File: config.mk
export PLATFORM = sky130hd
export DESIGN_NAME = bg_image_loader
export DESIGN_NICKNAME = d
export VERILOG_FILES = /design/src/rtl/bg_image_loader.sv
export SDC_FILE = /design/constraint.sdc
export NUM_CORES = 1
export LEC_CHECK = 0
export BUFFER_PORTS_ARGS = -buffer_cell sky130_fd_sc_hd__buf_2
export CORE_MARGIN = 2
export CORE_UTILIZATION = 30
export CTS_CLUSTER_SIZE = 24
export DETAILED_ROUTE_END_ITERATION = 10
export HOLD_SLACK_MARGIN = 0.02
export SYNTH_ARGS = -nofsm -noshare
export SYNTH_HDL_FRONTEND = slang
export SYNTH_SLANG_ARGS = --single-unit
File: constraint.sdc
create_clock -name clk_sys -period 12.3 [get_ports clk_sys]
set_clock_uncertainty 0.15 [all_clocks]
set_input_delay 0.615 -clock clk_sys [delete_from_list [all_inputs] [get_ports clk_sys]]
set_output_delay 0.615 -clock clk_sys [all_outputs]
set_load 0.1 [all_outputs]
File: src/rtl/bg_image_loader.sv
// Background-image loader: packs the download byte stream into 16-bit words,
// buffers them in a small FIFO and writes them to SDRAM with a ready handshake.
// image_valid rises once a complete, error-free image has been written.
module bg_image_loader #(
  parameter int ADDR_W     = 25,
  parameter int FIFO_DEPTH = 4,
  parameter int MAX_BYTES  = 777600
) (
  input  logic              clk_sys,
  input  logic              reset_n,
  input  logic              dl_active,
  input  logic              dl_wr,
  input  logic [ADDR_W-1:0] dl_addr,
  input  logic [7:0]        dl_data,
  output logic              dl_wait,
  output logic [ADDR_W-1:0] mem_addr,
  output logic [15:0]       mem_din,
  output logic              mem_we,
  input  logic              mem_ready,
  output logic              image_valid,
  output logic [ADDR_W-1:0] byte_count,
  output logic              error
);

  localparam int PTR_W = $clog2(FIFO_DEPTH);

  localparam logic [ADDR_W-1:0] MAX_CNT  = ADDR_W'(MAX_BYTES);
  localparam logic [ADDR_W-1:0] A_ONE    = ADDR_W'(1);
  localparam logic [ADDR_W-1:0] A_TWO    = ADDR_W'(2);
  localparam logic [PTR_W-1:0]  PTR_ONE  = PTR_W'(1);
  localparam logic [PTR_W:0]    CNT_ONE  = (PTR_W+1)'(1);
  localparam logic [PTR_W:0]    DEPTH_C  = (PTR_W+1)'(FIFO_DEPTH);
  localparam logic [PTR_W:0]    WAIT_LVL = (PTR_W+1)'(FIFO_DEPTH - 1);

  typedef enum logic [1:0] {
    S_IDLE,
    S_LOAD,
    S_FLUSH,
    S_DONE
  } state_t;

  state_t state_q, state_d;

  logic              act_q;
  logic              act_rise, act_fall;

  logic [ADDR_W-1:0] exp_q;
  logic [ADDR_W-1:0] bc_q;
  logic              err_q;
  logic [7:0]        low_q;
  logic              valid_q;
  logic              pad_q;

  logic              start_dl, byte_hit, byte_bad, enter_flush, pad_push, set_done;

  logic [ADDR_W-1:0] fifo_addr_q [FIFO_DEPTH];
  logic [15:0]       fifo_data_q [FIFO_DEPTH];
  logic [PTR_W-1:0]  wr_ptr_q, rd_ptr_q, rd_next;
  logic [PTR_W:0]    cnt_q, cnt_d;
  logic              push, pop;
  logic [ADDR_W-1:0] push_addr;
  logic [15:0]       push_data;

  logic              mem_we_q;
  logic [ADDR_W-1:0] mem_addr_q;
  logic [15:0]       mem_din_q;
  logic              dl_wait_q;

  assign act_rise = dl_active & ~act_q;
  assign act_fall = ~dl_active & act_q;

  // Delayed copy of dl_active for edge detection
  always_ff @(posedge clk_sys or negedge reset_n) begin
    if (!reset_n) act_q <= 1'b0;
    else          act_q <= dl_active;
  end

  // FSM state register
  always_ff @(posedge clk_sys or negedge reset_n) begin
    if (!reset_n) state_q <= S_IDLE;
    else          state_q <= state_d;
  end

  // FSM next-state logic
  always_comb begin
    state_d = state_q;
    unique case (state_q)
      S_IDLE, S_DONE: if (act_rise) state_d = S_LOAD;
      S_LOAD:         if (act_fall) state_d = S_FLUSH;
      S_FLUSH:        if (!pad_q && (cnt_q == '0) && !mem_we_q) state_d = S_DONE;
      default:        state_d = S_IDLE;
    endcase
  end

  // FSM outputs: per-cycle control strobes for the datapath
  always_comb begin
    start_dl    = ((state_q == S_IDLE) || (state_q == S_DONE)) && act_rise;
    byte_hit    = (state_q == S_LOAD) && dl_wr && (dl_addr == exp_q) && (bc_q < MAX_CNT);
    byte_bad    = (state_q == S_LOAD) && dl_wr && !byte_hit;
    enter_flush = (state_q == S_LOAD) && act_fall;
    pad_push    = (state_q == S_FLUSH) && pad_q && (cnt_q != DEPTH_C);
    set_done    = (state_q == S_FLUSH) && (state_d == S_DONE);
  end

  assign push      = (byte_hit && dl_addr[0]) || pad_push;
  assign push_addr = pad_push ? {exp_q[ADDR_W-1:1], 1'b0} : {dl_addr[ADDR_W-1:1], 1'b0};
  assign push_data = pad_push ? {8'h00, low_q} : {dl_data, low_q};
  assign pop       = mem_we_q && mem_ready;
  assign rd_next   = rd_ptr_q + PTR_ONE;

  // Download bookkeeping: expected address, byte count, error and validity
  always_ff @(posedge clk_sys or negedge reset_n) begin
    if (!reset_n) begin
      exp_q   <= '0;
      bc_q    <= '0;
      err_q   <= 1'b0;
      low_q   <= '0;
      valid_q <= 1'b0;
      pad_q   <= 1'b0;
    end else if (start_dl) begin
      exp_q   <= '0;
      bc_q    <= '0;
      err_q   <= 1'b0;
      low_q   <= '0;
      valid_q <= 1'b0;
      pad_q   <= 1'b0;
    end else begin
      if (byte_hit) begin
        exp_q <= exp_q + A_ONE;
        bc_q  <= bc_q + A_ONE;
        if (!dl_addr[0]) low_q <= dl_data;
      end
      if (byte_bad) err_q <= 1'b1;
      // A byte may still land on the cycle dl_active falls; include it in the parity
      if (enter_flush) pad_q <= bc_q[0] ^ byte_hit;
      if (pad_push)    pad_q <= 1'b0;
      if (set_done)    valid_q <= (bc_q >= A_TWO) && !err_q;
    end
  end

  // Occupancy next value; includes the word currently presented on the write port
  always_comb begin
    cnt_d = cnt_q;
    if (push && !pop)      cnt_d = cnt_q + CNT_ONE;
    else if (!push && pop) cnt_d = cnt_q - CNT_ONE;
  end

  // FIFO storage (contents are don't-care while empty, so no reset)
  always_ff @(posedge clk_sys) begin
    if (push) begin
      fifo_addr_q[wr_ptr_q] <= push_addr;
      fifo_data_q[wr_ptr_q] <= push_data;
    end
  end

  // FIFO pointers, stall flag and SDRAM write request
  always_ff @(posedge clk_sys or negedge reset_n) begin
    if (!reset_n) begin
      wr_ptr_q   <= '0;
      rd_ptr_q   <= '0;
      cnt_q      <= '0;
      dl_wait_q  <= 1'b0;
      mem_we_q   <= 1'b0;
      mem_addr_q <= '0;
      mem_din_q  <= '0;
    end else begin
      cnt_q     <= cnt_d;
      dl_wait_q <= (cnt_d >= WAIT_LVL);
      if (push) wr_ptr_q <= wr_ptr_q + PTR_ONE;
      if (pop)  rd_ptr_q <= rd_next;
      // Head stays in the FIFO until accepted, so the follow-on word sits at rd_next
      if (pop) begin
        if (cnt_q > CNT_ONE) begin
          mem_we_q   <= 1'b1;
          mem_addr_q <= fifo_addr_q[rd_next];
          mem_din_q  <= fifo_data_q[rd_next];
        end else begin
          mem_we_q <= 1'b0;
        end
      end else if (!mem_we_q && (cnt_q != '0)) begin
        mem_we_q   <= 1'b1;
        mem_addr_q <= fifo_addr_q[rd_ptr_q];
        mem_din_q  <= fifo_data_q[rd_ptr_q];
      end
    end
  end

  assign dl_wait     = dl_wait_q;
  assign mem_addr    = mem_addr_q;
  assign mem_din     = mem_din_q;
  assign mem_we      = mem_we_q;
  assign image_valid = valid_q;
  assign byte_count  = bc_q;
  assign error       = err_q;

endmodule

---- Yosys cells after proc, flatten, opt, wreduce, memory -nomap -nowiden ----
Memories as Yosys holds them, arrays and structs flattened.
Index checks and enable logic that the tools add are counted.
operators by class
  bitwise logic cells ..................... 5
  multiplexer cells ....................... 33
  equality and inequality tests ........... 8
  reductions and logical operators ........ 36
  order comparisons ....................... 4
  add/sub/neg operators ................... 6
operators by type and width
  operator                                                             count
  two-way mux 25 bit                                                   8
  two-way mux 16 bit                                                   4
  adder 25 x 1 -> 25 bit (second input constant)                       2
  equality test 25 bit                                                 1
  greater-or-equal comparator 25 x 2 -> 1 bit (second input constant)  1
  < comparator 25 x 20 -> 1 bit (second input constant)                1
  two-way mux 8 bit                                                    3
  logical AND 1 bit                                                    17
  two-way mux 1 bit                                                    12
  nonzero test 2 bit                                                   4
  equality test 2 bit (second input constant)                          3
  zero test 1 bit                                                      6
  two-way mux 2 bit                                                    3
  two-way mux 3 bit                                                    2
  one-hot mux 2 bit (3 select lines)                                   1
  nonzero test 3 bit                                                   2
  adder 2 x 1 -> 2 bit (second input constant)                         2
  != test 2 x 1 -> 1 bit (second input constant)                       2
  AND reduction 2 bit                                                  2
  adder 3 x 1 -> 3 bit (second input constant)                         1
  greater-or-equal comparator 3 x 2 -> 1 bit (second input constant)   1
  greater-than comparator 3 x 1 -> 1 bit (second input constant)       1
  zero test 3 bit                                                      1
  != test 3 bit (second input constant)                                1
  other kinds (8)                                                      11
storage, ports and cells
  memories kept ........................... 2
  bits of input ports ..................... 38
  register bits after elaboration ......... 114
  memory bits (writable) .................. 164
  logic and storage cells ................. 109
  output and inout bits ................... 70
memory list
  memory       depth  bits a word  rd ports  clocked after Yosys merged registers in  wr ports  line  source
  fifo_addr_q  4      25           2         0                                        1         56    logic [ADDR_W-1:0] fifo_addr_q [FIFO_DEPTH];
  fifo_data_q  4      16           2         0                                        1         57    logic [15:0] fifo_data_q [FIFO_DEPTH];

---- Longest topological paths before layout ----
  depth in word-level cells ............... 11
  depth in mapped cells ................... 10
  depth with buffers taken out ............ 8

---- Worst setup path before layout ----
OpenSTA, ideal clock, no wires.
  path type ............................... register to register
  start point ............................. register bc_q[23], in the netlist byte_count[23]
  end point ............................... memory fifo_addr_q[0][10] (enable)
  data required time ...................... 11.708 ns
  path buffers ............................ 0
  period minus slack after synthesis ...... 5.309 ns
  slack ................................... 6.991 ns
  stages on the path, launching flop included .. 7
  data arrival time ....................... 4.717 ns
  library setup time ...................... 0.442 ns
  path through ............................ dfrtp_1 -> or2_0 -> or4_1 -> or4_4 -> a2111oi_0 -> nor2_2 -> nor2b_1
between the ends
  longest elaborated chain between the ends .. 6
RTL lines
  item                                     line  source
  from (decl)                              48    logic [ADDR_W-1:0] bc_q;
  from (signal assigned)                   130   bc_q <= bc_q + A_ONE;
  < comparator 25 x 20 -> 1 bit            98    byte_hit = (state_q == S_LOAD) && dl_wr && (dl_addr == exp_q) && (bc_q < MAX_CNT);
  logical AND 1 bit                        98
  logical AND 1 bit                        105   assign push = (byte_hit && dl_addr[0]) || pad_push;
  logical OR 1 bit                         105
  two-way mux 1 bit                        150   if (push) begin
  two-way mux 1 bit (not written as such)  151   fifo_addr_q[wr_ptr_q] <= push_addr;
  to (decl)                                56
No other way between the ends.

---- Worst setup path after layout ----
  start point ............................. register bc_q[23], in the netlist byte_count[23]
  end point ............................... register exp_q[18]
between the ends
  longest elaborated chain between the ends .. 3
RTL lines
  item                                 line  source
  < comparator 25 x 20 -> 1 bit        98
  logical AND 1 bit                    98
  nonzero test 2 bit (no source line)  -
  to (signal assigned)                 129   exp_q <= exp_q + A_ONE;
  to (decl)                            47    logic [ADDR_W-1:0] exp_q;
No other way between the ends.
A chain may end at the register's enable or synchronous reset.

==> impl_metrics.json <==
{
  "clock_insertion_delay_worst_skew_ns": 0.56,
  "std_cell_rows": 75,
  "cts_tree": "built",
  "drcViolationCount": 0,
  "reg2reg_from": "byte_count[23]",
  "max_slew.worst_pin.slew_ns": 1.04,
  "r2r.worst_path.cells": 8,
  "worstPathRequired_ns": 12.62,
  "drt-vias-per-instance": 5.25,
  "postSynthNetCount": 1181,
  "clock_sink_count": 273,
  "share_of_total_power_in_combinational_logic": 0.412,
  "unrepaired_setup_endpoints_after_global_routing": "no",
  "yosysWarningCount": 0,
  "drive_above_1_share": 0.203,
  "die_w_um": 211,
  "cts_root_buffer": "sky130_fd_sc_hd__clkbuf_16",
  "grt_max_degree": 102,
  "maxClockFrequency_mhz": 277,
  "period_share": 0.293,
  "path_clk_slew_ns": 0.06,
  "min_period_ns": 3.60,
  "p_per_area_nw_per_um2": 231,
  "synth_area_um2": 12900,
  "route.detailed.wl_per_inst_um": 18.3,
  "tns_ns": 0,
  "first_global_vias": 8826,
  "floorplan.die_area_um2": 44600,
  "whs_ns": 0.194,
  "min_delay_path_depth": 3,
  "report.final.slew_viol_count": 0,
  "seqPwrFrac": 0.340,
  "dp_hpwl_um": 20700,
  "wp_data_arrival_ns": 3.93,
  "final-setup-viol-count": 0,
  "buffer_ports.inserted": 106,
  "start_util": 0.306,
  "worstSetupStartpointType": "register",
  "cts.repair.resized": 0,
  "power.clock.fraction": 0.248,
  "grt_usage": 0.144,
  "worst_setup_path_startpoint": "byte_count[23]",
  "cts-buffers-inserted": 29,
  "maxCapViolations": 0,
  "cts_buffer_depth": 3,
  "firstDrtPassIters": 5,
  "number_of_nets_still_failing_antenna_checks_after_routing": 0,
  "critical-path-slowest-cell": "sky130_fd_sc_hd__or4_4",
  "antenna_found_initial": 6,
  "power.ir.vdd_worst_uv": 124,
  "outcome": "finished, final reports clean",
  "area_delta_synth_final_pct": 15.8,
  "switching_share_of_total_power": 0.440,
  "internal-power_uw": 1930,
  "grt-ovfl-total": 0,
  "critical_path.max_fanout": 17,
  "grt_pass1_wl_um": 50500,
  "nNetsFinal": 1257,
  "ios": 108,
  "initialDrtViolationCount": 582,
  "leakage_uw": 0.00577,
  "timing.critical_path.cells": "or2_0 -> or4_1 -> or4_4 -> nor4_4 -> buf_4 -> o21ai_0 -> or3_1 -> a21oi_1",
  "type_of_destination_of_the_critical_path": "register",
  "gp_congestion": 0.819,
  "num_vias": 9302,
  "finalWirelength_um": 32400,
  "ys_seq_area_frac": 0.592,
  "final_common_cell": "sky130_fd_sc_hd__edfxtp_1",
  "maximum_level_of_the_cts_h_tree": 1,
  "synthCells": 1132,
  "core-area_um2": 42100,
  "setup.worst_path.class": "register to register",
  "max_stage_delay_ns": 0.59,
  "hold_start": "dl_data[1]",
  "postSynthRegisterBits": 273,
  "netlist-cell-type-count": 51,
  "final_hold_viol_count": 0,
  "power.net_switching_uw": 1520,
  "hold_path.class": "input port to register",
  "die_height_um": 211,
  "post_synth.cell_area_avg_um2": 11.4,
  "relSlewSlack": 0.308,
  "fin_util": 0.354,
  "mostFrequentLayoutCells": "sky130_fd_sc_hd__edfxtp_1 (160), sky130_fd_sc_hd__o21ai_0 (132), sky130_fd_sc_hd__nand2_1 (131)"
}
-- stage by stage --
stage / instances / power, uW / instance area (um^2) / setup WS, ns
final: 1772 / 3450 / 14900 / 8.70
after global routing: 1771 / 3640 / 14900 / 8.45
after CTS: 1770 / 3480 / 14900 / 8.68
after detailed placement: 1714 / 2630 / 14000 / 8.70
after global placement: 1714 / 2600 / 14000 / 8.69
after floorplan: 1132 / 2300 / 12900 / 6.99
-- area by class of cell --
class	count	area [um^2]
fill	4104	27200
sequential	273	7640
multi-input combinational	769	4960
clock buffer	32	737
timing repair buffer	126	688
tap	539	674
clock inverter	22	184
inverter	9	33.8
antenna	2	5.00
-- synth_stat cells, drive strengths merged --
cell type / n / area, um^2
a2111oi: 1 / 8.76
xor2: 43 / 377
a21oi: 22 / 114
and4: 3 / 26.3
buf: 7 / 40.0
nor2: 45 / 171
a21boi: 1 / 7.51
o2111ai: 3 / 26.3
and2: 10 / 62.6
nor4: 12 / 90.1
a211oi: 1 / 7.51
a2bb2oi: 1 / 8.76
clkbuf: 74 / 278
nor2b: 16 / 100
inv: 9 / 33.8
nand2b: 8 / 50.1
o221ai: 41 / 359
o21a: 2 / 15.0
o21ai: 132 / 661
nor3b: 40 / 300
or3: 10 / 62.6
a31o: 1 / 8.76
o22ai: 41 / 257
a21o: 2 / 15.0
and3: 11 / 68.8
dfrtp: 113 / 2830
mux2i: 9 / 90.1
nand3: 20 / 100
xnor2: 13 / 114
conb: 1 / 3.75
o211ai: 6 / 45.0
ha: 11 / 138
nand2: 132 / 495
or4: 7 / 60.1
nor4b: 1 / 8.76
mux2: 65 / 732
a31oi: 2 / 12.5
edfxtp: 160 / 4800
nor3: 40 / 200
o22a: 1 / 8.76
nand4: 11 / 68.8
or2: 4 / 25.0
-- worst max-delay path: cells and delay by family (launching register included) --
kind	cells	cell delay, ns
AOI/OAI and AO/OA	2	0.42
buffers and inverters	1	0.32
DFF	1	0.40
and+or+nand+nor	5	2.22
-- what timing repair did --
action	4_1_cts	5_1_grt
hold buffers	2	0
endpoints found under the hold margin	47	0
setup buffers	0	0
-- flip-flops by register name, summed over array words and instances (netlist names) --
name	count
pad_q	1
fifo_data_q	64
low_q	8
error	1
exp_q	25
dl_wait	1
mem_din	16
byte_count	25
mem_we	1
rd_ptr_q	2
wr_ptr_q	2
act_q	1
fifo_addr_q	96
image_valid	1
mem_addr	24
state_q	2
cnt_q	3
-- path summary, 6_finish.rpt --
| check | to | slack (ns) |
|---|---|---|
| min in group asynchronous | exp_q[6] | 0.46 |
| worst min register to register | mem_addr[16] | 0.32 |
| worst max-delay path | exp_q[18] | 8.70 |
| max in group asynchronous | rd_ptr_q[0] | 10.02 |
| worst min-delay path | low_q[1] | 0.19 |
| worst max register to register | exp_q[18] | 8.70 |
-- cell families (layout without fill, tap and decap cells) --
logic type | count (synthesis) | after routing | share of synthesized area
other cells | 1 | 3 | 0.000291
buf+inv | 90 | 189 | 0.0273
mux | 74 | 74 | 0.0638
xor+xnor | 56 | 56 | 0.0381
flops | 273 | 273 | 0.592
simple gates | 370 | 370 | 0.147
compound gates | 257 | 257 | 0.121
fa+ha+maj | 11 | 11 | 0.0107
-- power by group through the flow --
| stage | Combinational [uW] | Clock, uW | Sequential, uW |
|---|---|---|---|
| after floorplan | 648 | 0 | 1650 |
| after global placement | 1410 | 0 | 1190 |
| after detailed placement | 1430 | 0 | 1190 |
| after CTS | 1440 | 874 | 1170 |
| after global routing | 1540 | 909 | 1190 |
| final | 1420 | 854 | 1170 |
-- routing by layer --
layer,track usage,routed length [um],part of all wire,vias to the layer above
met5,0,43,0.0013,-
met4,0.0362,689,0.021,6
met3,0.0287,2360,0.073,50
met2,0.217,14200,0.44,292
met1,0.213,15100,0.47,4599
li1,-,-,-,4355
Note: power is estimated with default switching activity, not from simulation.
